===== config.mk =====
export PLATFORM = sky130hd
export DESIGN_NAME = dispatch_credit_unit
export DESIGN_NICKNAME = d
export VERILOG_FILES = /design/src/rtl/dispatch_credit_unit.sv
export SDC_FILE = /design/constraint.sdc
export NUM_CORES = 1
export LEC_CHECK = 0
export BUFFER_PORTS_ARGS = -buffer_cell sky130_fd_sc_hd__buf_2
export CORE_UTILIZATION = 45
export DETAILED_ROUTE_END_ITERATION = 10
export PLACE_DENSITY = 0.82
export SETUP_SLACK_MARGIN = 0.4
export SYNTH_ARGS = -nofsm -noshare
export SYNTH_HDL_FRONTEND = slang
export SYNTH_SLANG_ARGS = --single-unit

===== constraint.sdc =====
create_clock -name clk -period 3.1 [get_ports clk]
set_clock_uncertainty 0.15 [all_clocks]
set_input_delay 0.155 -clock clk [delete_from_list [all_inputs] [get_ports clk]]
set_output_delay 0.155 -clock clk [all_outputs]
set_load 0.01 [all_outputs]

===== src/rtl/dispatch_credit_unit.sv =====
// dispatch_credit_unit: credit-checked dispatch stage between the decoder and the reservation stations
// Ports: clk/reset_n (async active-low); flush restores all credits and empties the output register.
//   in_*  : decoded instruction handshake (in_valid/in_ready) with station select, RS/ROB needs, payload.
//   out_* : registered instruction toward the RS (out_valid/out_ready) with the allocated ROB tag.
//   alu_release/br_release/rob_commit : one credit returned per cycle-pulse.
// Optional: DISPATCH_PERF_EN adds stall_cnt (input stalled cycles) and drop_cnt (discarded no-ROB instructions).
module dispatch_credit_unit #(
  parameter int DATA_W = 32,
  parameter int ALU_DEPTH = 4,
  parameter int BR_DEPTH = 2,
  parameter int ROB_DEPTH = 16,
  localparam int ROB_AW = $clog2(ROB_DEPTH)
) (
  input  logic              clk,
  input  logic              reset_n,
  input  logic              flush,
  input  logic              in_valid,
  output logic              in_ready,
  input  logic [1:0]        in_rs_station,
  input  logic              in_station_req,
  input  logic              in_rob_write,
  input  logic [DATA_W-1:0] in_data,
  output logic              out_valid,
  input  logic              out_ready,
  output logic [1:0]        out_rs_station,
  output logic              out_station_req,
  output logic [ROB_AW-1:0] out_rob_tag,
  output logic [DATA_W-1:0] out_data,
`ifdef DISPATCH_PERF_EN
  output logic [31:0]       stall_cnt,
  output logic [15:0]       drop_cnt,
`endif
  input  logic              alu_release,
  input  logic              br_release,
  input  logic              rob_commit
);
  localparam int AC_W = $clog2(ALU_DEPTH + 1);
  localparam int BC_W = $clog2(BR_DEPTH + 1);
  localparam int RC_W = $clog2(ROB_DEPTH + 1);
  localparam logic [AC_W-1:0] ALU_FULL = AC_W'(ALU_DEPTH);
  localparam logic [BC_W-1:0] BR_FULL = BC_W'(BR_DEPTH);
  localparam logic [RC_W-1:0] ROB_FULL = RC_W'(ROB_DEPTH);
  logic [AC_W-1:0] alu_cnt;
  logic [BC_W-1:0] br_cnt;
  logic [RC_W-1:0] rob_cnt;
  logic [ROB_AW-1:0] tail;
  logic need_alu, need_br, ok, acc, load, alu_take, br_take;
  assign need_alu = in_station_req & (in_rs_station == 2'b00);
  assign need_br = in_station_req & (in_rs_station == 2'b01);
  assign ok = (!need_alu | alu_cnt != '0) & (!need_br | br_cnt != '0) & (!in_rob_write | rob_cnt != '0);
  assign in_ready = !flush & (!out_valid | out_ready) & ok;
  assign acc = in_valid & in_ready;
  // Only ROB-writing instructions are forwarded; the rest are swallowed without touching any credit.
  assign load = acc & in_rob_write;
  assign alu_take = load & need_alu;
  assign br_take = load & need_br;
  always_ff @(posedge clk or negedge reset_n)
    if (!reset_n) begin
      out_valid <= 1'b0;
      out_rs_station <= 2'b11;
      out_station_req <= 1'b0;
      out_rob_tag <= '0;
      out_data <= '0;
      alu_cnt <= ALU_FULL;
      br_cnt <= BR_FULL;
      rob_cnt <= ROB_FULL;
      tail <= '0;
    end else if (flush) begin
      out_valid <= 1'b0;
      alu_cnt <= ALU_FULL;
      br_cnt <= BR_FULL;
      rob_cnt <= ROB_FULL;
      tail <= '0;
    end else begin
      if (load) begin
        out_valid <= 1'b1;
        out_rs_station <= in_rs_station;
        out_station_req <= in_station_req;
        out_rob_tag <= tail;
        out_data <= in_data;
        tail <= tail + 1'b1;
      end else if (out_ready) out_valid <= 1'b0;
      // Take and return in the same cycle cancel; a return at full count is dropped.
      alu_cnt <= alu_take & !alu_release ? alu_cnt - 1'b1 :
                 !alu_take & alu_release & alu_cnt != ALU_FULL ? alu_cnt + 1'b1 : alu_cnt;
      br_cnt <= br_take & !br_release ? br_cnt - 1'b1 :
                !br_take & br_release & br_cnt != BR_FULL ? br_cnt + 1'b1 : br_cnt;
      rob_cnt <= load & !rob_commit ? rob_cnt - 1'b1 :
                 !load & rob_commit & rob_cnt != ROB_FULL ? rob_cnt + 1'b1 : rob_cnt;
    end
`ifdef DISPATCH_PERF_EN
  always_ff @(posedge clk or negedge reset_n)
    if (!reset_n) begin
      stall_cnt <= '0;
      drop_cnt <= '0;
    end else begin
      if (in_valid & !in_ready & !flush) stall_cnt <= stall_cnt + 1'b1;
      if (acc & !in_rob_write) drop_cnt <= drop_cnt + 1'b1;
    end
`endif
endmodule


# Yosys cells after proc, flatten, opt, wreduce, memory -nomap -nowiden
# Cells that the tools add are included.
[totals]
reg_bits = 54
inputBits = 44
out_inout_bits = 41
elab_cells = 79
[classes]
addsub = 7
eq_ne = 4
n_mux = 14
bitwise = 24
n_reduce_logical = 21
[op_table]
columns = ["op", "n"]
rows = [
  ["bitwise AND 1 bit", 19],
  ["two-way mux 5 bit", 3],
  ["nonzero test 3 bit", 5],
  ["zero test 1 bit", 11],
  ["two-way mux 3 bit", 3],
  ["two-way mux 4 bit", 2],
  ["two-way mux 2 bit", 3],
  ["adder 5 x 1 -> 5 bit, second input constant", 1],
  ["inequality test 5 bit, second input constant", 1],
  ["nonzero test 5 bit", 1],
  ["subtractor 5 x 1 -> 5 bit, second input constant", 1],
  ["adder 4 x 1 -> 4 bit, second input constant", 1],
  ["OR 1 bit", 4],
  ["nonzero test 2 bit", 2],
  ["adder 3 x 1 -> 3 bit, second input constant", 1],
  ["two-way mux 1 bit", 3],
  ["inequality test 3 bit, second input constant", 1],
  ["subtractor 3 x 1 -> 3 bit, second input constant", 1],
  ["adder 2 x 1 -> 2 bit, second input constant", 1],
  ["equality test 2 x 1 -> 1 bit, second input constant", 1],
  ["zero test 2 bit", 1],
  ["inequality test 2 bit, second input constant", 1],
  ["AND reduction 2 bit", 1],
  ["subtractor 2 x 1 -> 2 bit, second input constant", 1],
  ["NOT 1 bit", 1],
]

# Logic depth before layout (Yosys ltp)
[depth]
depth_word = 16
ltp_mapped = 10
mapped_depth_nobuf = 10

# Least setup slack after synthesis
# OpenSTA, ideal clock, no wires.
[synth_timing]
path_kind = "register -> register"
from = "register br_cnt[1]"
to = "register rob_cnt[4]"
setup_time_ns = 0.096
t_arrival_ns = 2.652
required_time_ns = 2.854
slack_ns = 0.202
path_stages_with_launch = 11
n_path_buf = 0
period_less_slack_ns = 2.898
path_cell_list = "dfstp_2 nor2_1 a22o_1 nor3_1 inv_1 fa_1 nor2b_1 o21ai_0 and2_1 a2111oi_0 a31oi_1"
[synth_via]
elab_chain_len = 11
word_cells_on_any_way = 14
classes_between = "2 x mux; 9 x bitwise; 3 x reduce/logical"
[synth_rtl]
columns = ["item", "line_no", "text"]
rows = [
  ["from (decl)", "44", "logic [BC_W-1:0] br_cnt;"],
  ["from (signal assigned)", "86", "br_cnt <= br_take & !br_release ? br_cnt - 1'b1 :"],
  ["nonzero test 2 bit *", "50", "assign ok = (!need_alu | alu_cnt != '0) & (!need_br | br_cnt != '0) & (!in_rob_write | rob_cnt != '0);"],
  ["OR 1 bit *", "50", ""],
  ["bitwise AND 1 bit * (2 in a row)", "50", ""],
  ["bitwise AND 1 bit *", "51", "assign in_ready = !flush & (!out_valid | out_ready) & ok;"],
  ["bitwise AND 1 bit *", "52", "assign acc = in_valid & in_ready;"],
  ["bitwise AND 1 bit *", "54", "assign load = acc & in_rob_write;"],
  ["zero test 1 bit", "89", "!load & rob_commit & rob_cnt != ROB_FULL ? rob_cnt + 1'b1 : rob_cnt;"],
  ["bitwise AND 1 bit (2 in a row)", "89", ""],
  ["nonzero test 3 bit (no line)", "--", ""],
  ["to (signal assigned)", "88", "rob_cnt <= load & !rob_commit ? rob_cnt - 1'b1 :"],
  ["to (decl)", "45", "logic [RC_W-1:0] rob_cnt;"],
]
# Every way passes the cells marked *; elsewhere a longest branch is shown, timed or not.
# A chain may end at the register's enable or synchronous reset.

# Worst setup path after layout
[layout_timing]
from = "register rob_cnt[1]"
to = "register rob_cnt[3]"
[layout_via]
elab_chain_len = 10
word_cells_on_any_way = 17
classes_between = "2 x add/sub; 1 x eq/ne; 3 x mux; 8 x bitwise; 3 x reduce/logical"
[layout_rtl]
columns = ["item", "line_no"]
rows = [
  ["nonzero test 5 bit", "50"],
  ["OR 1 bit", "50"],
  ["bitwise AND 1 bit", "50"],
  ["bitwise AND 1 bit", "51"],
  ["bitwise AND 1 bit", "52"],
  ["bitwise AND 1 bit", "54"],
  ["zero test 1 bit", "89"],
  ["bitwise AND 1 bit (2 in a row)", "89"],
  ["nonzero test 3 bit (no line)", "--"],
]
# Parallel ways exist; a longest one is shown, timed or not. The select of a mux whose other input is x is not followed.

==> summary.txt <==
Outcome
  • Outcome: finished, final reports clean

GRT
  • All-layer global routing usage: 22.0%
  • Initial antenna violation count: 0
  • Vias in the first global route: 2122
  • Pin count of the biggest net entering global routing: 37
  • Grt ovf: 0
  • Global-route wire length before repair: 10200 um

Logic synthesis
  • Simple-gate share of the synthesized area: 10.3%
  • Adder-cell share of the synthesized area: 3.53%
  • Sequential area share after synthesis: 53.3%
  • Compound-Gate Fraction of Synth Area: 8.05%
  • Multiplexer share of the synthesized area: 19.3%
  • Largest family of logic cells by synthesized area: multiplexers
  • Post-Synthesis Cells: 197
  • Cell taking the most area after synthesis: dfrtp_1
  • #FFs+latches synth: 54
  • FFs w/ async S/R, synth: 100%
  • Mapped Area: 2550 um2
  • Share of the synthesized area in the top cell type: 48.1%
  • Cells taking the most area after synthesis: dfrtp_1, mux2_2, dfstp_2
  • Synth Area in XOR/XNOR: 2.06%
  • Yosys warnings: 0
  • Synth unique cells: 43
  • Ys flop type: dfrtp_1
  • Number of synthesized flops with an enable pin: 0
  • Average cell area after synthesis: 12.9 um2
  • Syn Nets: 247

STA
  • Slew Viols, Final: 0
  • Final setup vio count: 0
  • Unrepaired setup endpoints after global routing: true
  • Worst Hold Slack: 69.4 ps
  • Fin Setup TNS: 0 ps
  • Fmax: 370 MHz
  • Relative max-transition margin: 49.0%
  • Final Hold Fails: 0
  • Final worst path period share: 87.2%
  • Worst slew pin tran: 765 ps
  • Crit path time final: 2700 ps
  • PnR worst setup slack: 397 ps

Cells and area
  • Final #Nets: 381
  • Area growth from synthesis to layout: 45.0%
  • FF/Latch Area: 1360 um2
  • N_diodes: 0
  • Share of layout cells above drive strength 1: 52.4%
  • # fillers: 414
  • Non-filler instance count after layout: 404
  • Area occupied by multi-input gates: 1220 um2

Route
  • Via/cell ratio: 5.15
  • DRT iter0 DRCs: 134
  • First-pass detailed-route iteration total: 6
  • Remaining antenna violation count after routing: 0
  • DRC violations left: 0
  • Routed WL: 6360 um
  • Total number of vias: 2079
  • Post-DR wirelength/cell: 15.7 um

Die
  • Area of the die: 5970 um2
  • Starting density of the core: 46.6%
  • I/O pin count: 85
  • Chip height: 77.3 um
  • Core region area: 5470 um2
  • Num rows: 27
  • DIE WIDTH: 77.3 um

Power
  • Power per cell area: 499 nW/um2
  • Lkg Pwr: 1.72 nW
  • Total power: 1.84 mW
  • Peak supply drop: 0.000437 V

CTS
  • Sink Count: 54
  • CTS tree: done
  • CTS clock-pin slew for the worst setup and hold paths: 90 ps
  • Clk_lat worst skew: 300 ps
  • CTS Buf Count: 5
  • Clock Path Buffers: 2
  • H-tree depth: 2
  • Clk root buf: clkbuf_8

Run
  • Max-cap violations: 0

Placement
  • Placement Setup Slack: 150 ps
  • Placed cell count: 349
  • Routability Congestion: 0.861
  • Final HPWL from detailed placement: 3640 um
  • Number of I/O port buffers: 84

Worst setup path
  • Worst setup path class: reg2reg
  • Worst Path Required: 3140 ps
  • Worst Path Arrival: 2740 ps
  • Crit path capture type: flip-flop
  • CP max FO: 4
  • R2R Setup Slk: 400 ps
  • CP Launch Type: flip-flop

Min path
  • Hold Crit Class: in2reg
## area by class of cell
type | instances | area share [%]
Timing Repair Buffer | 134 | 24.3
Tap cell | 72 | 2.44
Multi-Input combinational cell | 130 | 32.9
Inverter | 6 | 0.609
Clock inverter | 2 | 1.02
Clock buffer | 6 | 1.96
Sequential cell | 54 | 36.8
## registers in the layout, summed over array words and instances, names as in the netlist
register         count
out_station_req      1
br_cnt               2
out_data            32
rob_cnt              5
alu_cnt              3
tail                 4
out_rs_station       2
out_rob_tag          4
out_valid            1
## synthesized netlist by cell type, types with 2 or more instances
cell type	number
xor2_1	3
dfrtp_1	49
mux2i_1	2
buf_4	3
a21oi_1	3
fa_1	2
dfstp_2	5
a211oi_1	3
mux2_2	42
nor4_1	2
ha_1	4
nand3_1	5
inv_1	6
xnor2_1	3
nor4_2	2
nor2_1	9
a22o_1	3
nor3_1	4
o32ai_1	3
and2_1	2
a31oi_1	2
clkbuf_1	2
o21ai_0	5
nand2_1	11
nor2b_1	4
## cell families after synthesis
group           after synthesis
buf+inv                      13
compound gates               27
flops                        54
fa+ha+maj                     6
mux                          44
simple gates                 47
xor+xnor                      6
## critical path: stages (launching register included)
cell and delay (ps):
dfrtp_1 410, or4_4 570, o2111ai_4 280, nor3_4 100, buf_4 150, ha_1 260, a21o_1 180, a21oi_1 170
xor2_1 80, o32ai_1 240
## per-stage QoR
stage                     utilization, %  instance area (um2)
final                               67.5                 3700
after global routing                67.5                 3700
after CTS                           65.0                 3560
after detailed placement            55.6                 3040
after global placement              55.6                 3040
after floorplan                        -                 2560
## final timing paths
path,from,end,cells past startpoint
setup / recovery,rob_cnt[1]$_DFFE_PN0P_,rob_cnt[3]$_DFFE_PN0P_,9
hold / removal,flush,tail[2]$_DFFE_PN0P_,2
setup reg to reg,rob_cnt[1]$_DFFE_PN0P_,rob_cnt[3]$_DFFE_PN0P_,9
hold reg to reg,out_data[2]$_DFFE_PN0P_,out_data[2]$_DFFE_PN0P_,1
max in group asynchronous,reset_n,rob_cnt[4]$_DFFE_PN1P_,3
min in group asynchronous,reset_n,out_data[5]$_DFFE_PN0P_,2
## placed cells by master, fill, tap and decap left out, types with 2 or more instances in the layout
cell / netlist / final
a31oi_1: 2 / 2
mux2_2: 42 / 42
a21oi_1: 3 / 3
nand3_1: 5 / 5
o21ai_0: 5 / 3
dlygate4sd3_1: 0 / 36
nor4_1: 2 / 2
xor2_1: 3 / 3
clkbuf_8: 0 / 5
a22o_1: 3 / 3
buf_2: 0 / 84
buf_4: 3 / 13
o32ai_1: 3 / 3
mux2i_1: 2 / 2
a211oi_1: 3 / 3
nor2_1: 9 / 8
dfstp_2: 5 / 5
xnor2_1: 3 / 3
nor2b_1: 4 / 3
nand2_1: 11 / 11
inv_1: 6 / 5
ha_4: 0 / 2
ha_1: 4 / 2
nor4_2: 2 / 2
nor3_1: 4 / 2
dfrtp_1: 49 / 48
## report_power, final
| group | leakage, nW | internal (mW) | switching, mW |
|---|---|---|---|
| Sequential | 0.664 | 0.832 | 0.0678 |
| Combinational | 1.00 | 0.251 | 0.224 |
| Clock | 0.0514 | 0.241 | 0.227 |
| Total | 1.72 | 1.32 | 0.519 |
## repair_timing
item,in CTS,in global routing
gates cloned,0,0
endpoints found under the hold margin,67,0
setup endpoints to repair,2,3
hold buffers,36,0
resized for setup,5,14
setup buffers,2,9
pin swaps,2,8
## metal layers
| metal | GRT usage, % | share of wire (%) | vias up |
|---|---|---|---|
| met1 | 28.7 | 42 | 1005 |
| met4 | 6.79 | 0.63 | 0 |
| met5 | 0 | 0 | - |
| li1 | - | - | 985 |
| met2 | 35.8 | 51 | 85 |
| met3 | 5.48 | 6.3 | 4 |
Note: power is estimated with default switching activity, not from simulation.
